===== src/rtl/frq_code_pkg.sv =====
// Shared types and constants for the frequency-code receiver.
// Each code k is a square wave with period base_period*(k+1) clk cycles.
package frq_code_pkg;

    localparam int CODE_W    = 3;
    localparam int NUM_CODES = 8;

    typedef enum logic [1:0] {
        IDLE    = 2'd0,
        MEASURE = 2'd1,
        LOCKED  = 2'd2
    } state_t;

    function automatic int nominal_period(input int k, input int base_period);
        return base_period * (k + 1);
    endfunction

    // One past the longest accepted period, so a silent line is never mistaken for code 7.
    function automatic int timeout_cycles(input int base_period, input int tol);
        return NUM_CODES * base_period + tol + 1;
    endfunction

endpackage


===== src/rtl/sig_edge_sync.sv =====
// Two-flop synchroniser for an asynchronous input plus a one-cycle rising-edge pulse.
module sig_edge_sync (
    input  logic clk,
    input  logic rst,
    input  logic d,
    output logic q_sync,
    output logic rise
);

    logic sync1;
    logic sync2;
    logic prev;

    always_ff @(posedge clk) begin
        if (!rst) begin
            sync1 <= 1'b0;
            sync2 <= 1'b0;
            prev  <= 1'b0;
        end else begin
            sync1 <= d;
            sync2 <= sync1;
            prev  <= sync2;
        end
    end

    assign q_sync = sync2;
    assign rise   = sync2 & ~prev;

endmodule


===== src/rtl/frq_code_decoder.sv =====
// Measures the period of an incoming square wave, classifies it into a 3-bit code and
// publishes the code once it has been seen STABLE_CNT times in a row.
module frq_code_decoder
    import frq_code_pkg::*;
#(
    parameter int BASE_PERIOD = 16,
    parameter int TOL         = 2,
    parameter int STABLE_CNT  = 3,
    parameter int CNT_W       = 8
) (
    input  logic       clk,
    input  logic       rst,
    input  logic       sig_in,
    output logic [2:0] code,
    output logic       code_valid,
    output logic       code_stb,
    output logic       period_err,
    output logic       sig_lost
);

    localparam int                 TIMEOUT     = timeout_cycles(BASE_PERIOD, TOL);
    localparam int                 MATCH_W     = $clog2(STABLE_CNT + 1);
    localparam logic [CNT_W-1:0]   TIMEOUT_CNT = CNT_W'(TIMEOUT);
    localparam logic [MATCH_W-1:0] MATCH_FULL  = MATCH_W'(STABLE_CNT);

    state_t             state;
    state_t             state_next;
    logic               sig_sync;
    logic               rise;
    logic               edge_seen;
    logic [CNT_W-1:0]   cnt;
    logic [CNT_W-1:0]   meas;
    logic [MATCH_W-1:0] match_cnt;
    logic [MATCH_W-1:0] match_inc;
    logic [CODE_W-1:0]  cand;
    logic [CODE_W-1:0]  cand_prev;
    logic               hit;
    logic               timeout;
    logic               promote;
    logic               code_valid_next;
    logic               code_stb_next;
    logic               period_err_next;
    logic               sig_lost_next;

    sig_edge_sync u_sync (
        .clk    (clk),
        .rst    (rst),
        .d      (sig_in),
        .q_sync (sig_sync),
        .rise   (rise)
    );

    assign edge_seen = rise & sig_sync;

    // cnt is the number of cycles since the previous edge pulse, so on an edge it is the period.
    assign meas = cnt;

    always_ff @(posedge clk) begin
        if (!rst) begin
            cnt <= '0;
        end else if (edge_seen) begin
            cnt <= CNT_W'(1);
        end else if (cnt != TIMEOUT_CNT) begin
            cnt <= cnt + CNT_W'(1);
        end
    end

    // One extra bit keeps the window bounds and the comparison free of wrap-around.
    always_comb begin
        hit  = 1'b0;
        cand = '0;
        for (int k = 0; k < NUM_CODES; k++) begin
            if ({1'b0, meas} >= (CNT_W+1)'(nominal_period(k, BASE_PERIOD) - TOL) &&
                {1'b0, meas} <= (CNT_W+1)'(nominal_period(k, BASE_PERIOD) + TOL)) begin
                hit  = 1'b1;
                cand = CODE_W'(k);
            end
        end
    end

    assign timeout   = (state != IDLE) && !edge_seen && (cnt == TIMEOUT_CNT);
    assign match_inc = (match_cnt != '0 && cand == cand_prev) ? match_cnt + 1'b1 : MATCH_W'(1);
    assign promote   = edge_seen && hit && match_inc == MATCH_FULL &&
                       (state == MEASURE || (state == LOCKED && cand != code));

    always_ff @(posedge clk) begin
        if (!rst) begin
            state <= IDLE;
        end else begin
            state <= state_next;
        end
    end

    always_comb begin
        state_next = state;
        case (state)
            IDLE:    if (edge_seen) state_next = MEASURE;
            MEASURE: begin
                if (promote)      state_next = LOCKED;
                else if (timeout) state_next = IDLE;
            end
            LOCKED:  if (timeout) state_next = IDLE;
            default: state_next = IDLE;
        endcase
    end

    always_comb begin
        code_valid_next = (state_next == LOCKED);
        code_stb_next   = promote;
        period_err_next = edge_seen && !hit && (state != IDLE);
        sig_lost_next   = timeout && (state == LOCKED);
    end

    // A period matching the locked code also discards any half-built rival candidate.
    always_ff @(posedge clk) begin
        if (!rst) begin
            match_cnt  <= '0;
            cand_prev  <= '0;
            code       <= '0;
            code_valid <= 1'b0;
            code_stb   <= 1'b0;
            period_err <= 1'b0;
            sig_lost   <= 1'b0;
        end else begin
            code_valid <= code_valid_next;
            code_stb   <= code_stb_next;
            period_err <= period_err_next;
            sig_lost   <= sig_lost_next;
            if (edge_seen && state != IDLE) begin
                if (!hit) begin
                    match_cnt <= '0;
                end else if (state == LOCKED && cand == code) begin
                    match_cnt <= MATCH_FULL;
                    cand_prev <= cand;
                end else begin
                    match_cnt <= match_inc;
                    cand_prev <= cand;
                end
                if (promote) code <= cand;
            end else if (timeout) begin
                match_cnt <= '0;
            end
        end
    end

endmodule

===== config.mk =====
export PLATFORM = sky130hd
export DESIGN_NAME = frq_code_decoder
export DESIGN_NICKNAME = d
export VERILOG_FILES = /design/src/rtl/frq_code_pkg.sv /design/src/rtl/sig_edge_sync.sv /design/src/rtl/frq_code_decoder.sv
export SDC_FILE = /design/constraint.sdc
export NUM_CORES = 1
export LEC_CHECK = 0
export ABC_CLOCK_PERIOD_IN_PS = 2780
export BUFFER_PORTS_ARGS = -buffer_cell sky130_fd_sc_hd__buf_2
export CAP_MARGIN = 20
export CORE_UTILIZATION = 55
export CTS_BUF_LIST = sky130_fd_sc_hd__clkbuf_8
export CTS_CLUSTER_DIAMETER = 80
export DETAILED_ROUTE_END_ITERATION = 10
export PLACE_DENSITY = 0.71
export SYNTH_ARGS = -nofsm -noshare
export SYNTH_HDL_FRONTEND = slang
export SYNTH_SLANG_ARGS = --single-unit

===== constraint.sdc =====
create_clock -name clk -period 2.78 [get_ports clk]
set_input_delay 0.139 -clock clk [delete_from_list [all_inputs] [get_ports clk]]
set_output_delay 0.139 -clock clk [all_outputs]
set_load 0.02 [all_outputs]

==> results.cfg <==
[critical_path]
worst_setup_path_end_kind = register
crit_top_cell = nand3_1
arrival_ns = 2.55
path_cells = nor4b_1, nand3_1, nand3_1, a21oi_1, nor4_1, and3_1
cp-start-kind = register
critPathKind = reg2reg
required_ns = 3.00
crit_fanout = 11
worst-r2r-setup-slack_ns = 0.45
critPathSlowestCell = dfxtp_1
reg2reg_depth = 6
crit_path_max_incr_delay_ns = 0.55

[clocking]
cts_sinks = 25
post_cts_buffers = 0
htree_levels = 1
hold_buffers = 0
clk_pin_slew_ns = 0.09
cts_repair_resize_count = 0
cts_made_buffers = 3
clkLatencyLatePin_ns = 0.27
cts_tree = yes
clockBufferDepth = 2
cts-root-buf = clkbuf_8

[sta]
min_period_ns = 2.327
hold_viol = 0
clock_skew_ns = 0.005999
relSlewSlack_pct = 63.85
finalSetupViolCount = 0
fin_tns_setup_ns = 0
rsz0062_at_grt = no
timing.final.crit_share_pct = 83.69
drv_slew = 0
timing.fmax_mhz = 429.8
worst-slew-pin-transition_ns = 0.5347

[routing]
viasPerCell = 5.747
remaining_drc_errors = 0
detail_route.wl_per_cell_um = 14.26
routed_wl_mm = 2.767
ant_nets = 0
drtPass1Iterations = 4
dr.first_iter.drc_count = 33
vias = 1115

[synth]
async_flop_share_pct = 0
synth_top_family_by_area = simple AND/OR/NAND/NOR gates
synth_fp_nets = 166
ys_seq_area_share_pct = 37.35
synth-seq-cells = 25
synth_top_area_share_pct = 37.35
synth_compound_area_share_pct = 14.57
synth_edf_count = 0
yosys-top-cells-area = dfxtp_1 (37%), nor2_1 (4.8%), xnor2_1 (4.6%), xor2_1 (4.6%), nand3_1 (4.5%)
synth_top_area_cell = dfxtp_1
synth-xor-area-share_pct = 9.150
syn_avg_cell_area_um2 = 8.375
synth.mux.area_fraction_pct = 2.241
netlist_instances = 160
ys_warn_count = 0
syn_area_um2 = 1340
synth.distinct_cells = 43
synth-main-ff-cell = dfxtp_1
synth-simple-area-share_pct = 29.60
synth-adder-area-share_pct = 2.801

[cells_and_area]
instances_no_fill = 194
final_cell_area_um2 = 1431
drive_gt1_share_pct = 13.25
syn_to_final_growth_pct = 6.816
utilization_pct = 63.49
n_antenna_cell = 0
layout_commonest_cell = dfxtp_1
final_nets = 173
final_cell_mix = dfxtp_1 (25), nor2_1 (17), nand3_1 (12), nand2_1 (11), buf_2 (9)

[flow_run]
max-cap-violations = 0

[pwr]
leakagePower_nw = 0.5596
power_density_nw_per_um2 = 432.2
finalPower_w = 0.0006186
ir_worst_vdd_mv = 0.3146

[worst_hold_path]
hold_class = in2reg
holdPathStages = 2

[floorplan]
die_w_um = 51.36
start_util_pct = 59.43
io-pin-count = 10
row_count = 17
die_y_um = 51.36
core_um2 = 2255
die_area_um2 = 2638

[global_routing]
grt.total_usage_pct = 23.23
antenna_found_initial = 0
gr-total-overflow = 0
grt_max_degree = 17
grt_pass1_vias = 984
grt_pass1_wl_mm = 4.485

[placement]
io_buffers = 9
placed_area_um2 = 1385
place.gp.congestion = 0.9648
placed_cells = 190
hpwl_mm = 2.024

[status]
status = finished, final reports clean
worst paths after layout:
kind,startpoint,to
hold / removal,sig_in,u_sync.sync1
setup / recovery,cnt[7],code_stb
setup reg to reg,cnt[7],code_stb
hold reg to reg,u_sync.sync1,u_sync.q_sync
flip-flops by register name (all words and copies together), names as in the netlist:
register,count
state,2
code,3
cand_prev,3
u_sync.prev,1
code_valid,1
match_cnt,2
u_sync.q_sync,1
sig_lost,1
period_err,1
cnt,8
u_sync.sync1,1
code_stb,1
cell usage after synthesis (3+ instances only):
master / count
xor2_1: 7
inv_1: 4
and2_1: 4
ha_1: 3
buf_2: 4
nor3_1: 7
nand3_1: 12
nor2_1: 17
nand2b_1: 3
nor4_1: 4
o21ai_0: 5
a21oi_1: 7
nand2_1: 11
o21a_1: 3
clkbuf_1: 3
xnor2_1: 7
mux2i_1: 3
dfxtp_1: 25
per-layer routing:
layer  up-vias  GRT usage, %  wire length (um)
met5         -             0                 0
met4         0         11.71                53
met3         7         4.167               123
met2        31         33.98              1202
met1       499         32.25              1388
li1        578             -                 -
critical path, delay by kind of cell, from the launching register on:
family	cells	cell delay [ns]
DFF	1	0.55
and+or+nand+nor	5	1.60
AOI/OAI and AO/OA	1	0.13
through the flow:
step / worst slack (ns) / hold slack, ns
floorplan: 0.7124 / 0.2663
global placement: 0.5947 / 0.3476
detailed placement: 0.5369 / 0.3491
CTS: 0.5057 / 0.06382
global route: 0.3325 / 0.06274
finish: 0.4533 / 0.06620
where the power goes:
part           switching, W  internal, W  leakage [nW]
clock network      0.000114     0.000100        0.0255
logic             0.0000201    0.0000113         0.332
registers        0.00000913     0.000364         0.203
kinds of logic (layout without fill, tap and decap cells):
group	Yosys count	in the layout
buf+inv	12	18
simple gates	74	74
xor+xnor	14	14
flops	25	25
fa+ha+maj	3	3
compound gates	29	29
mux	3	3
area by class of cell:
| class | count | area, um^2 |
|---|---|---|
| Fill cell | 214 | 823.3 |
| Multi-Input combinational cell | 123 | 782.0 |
| Sequential cell | 25 | 500.5 |
| Timing Repair Buffer | 10 | 52.55 |
| Clock buffer | 3 | 41.29 |
| Tap cell | 28 | 35.03 |
| Inverter | 4 | 15.01 |
| Clock inverter | 1 | 5.005 |
(Power assumes the default switching activity.)
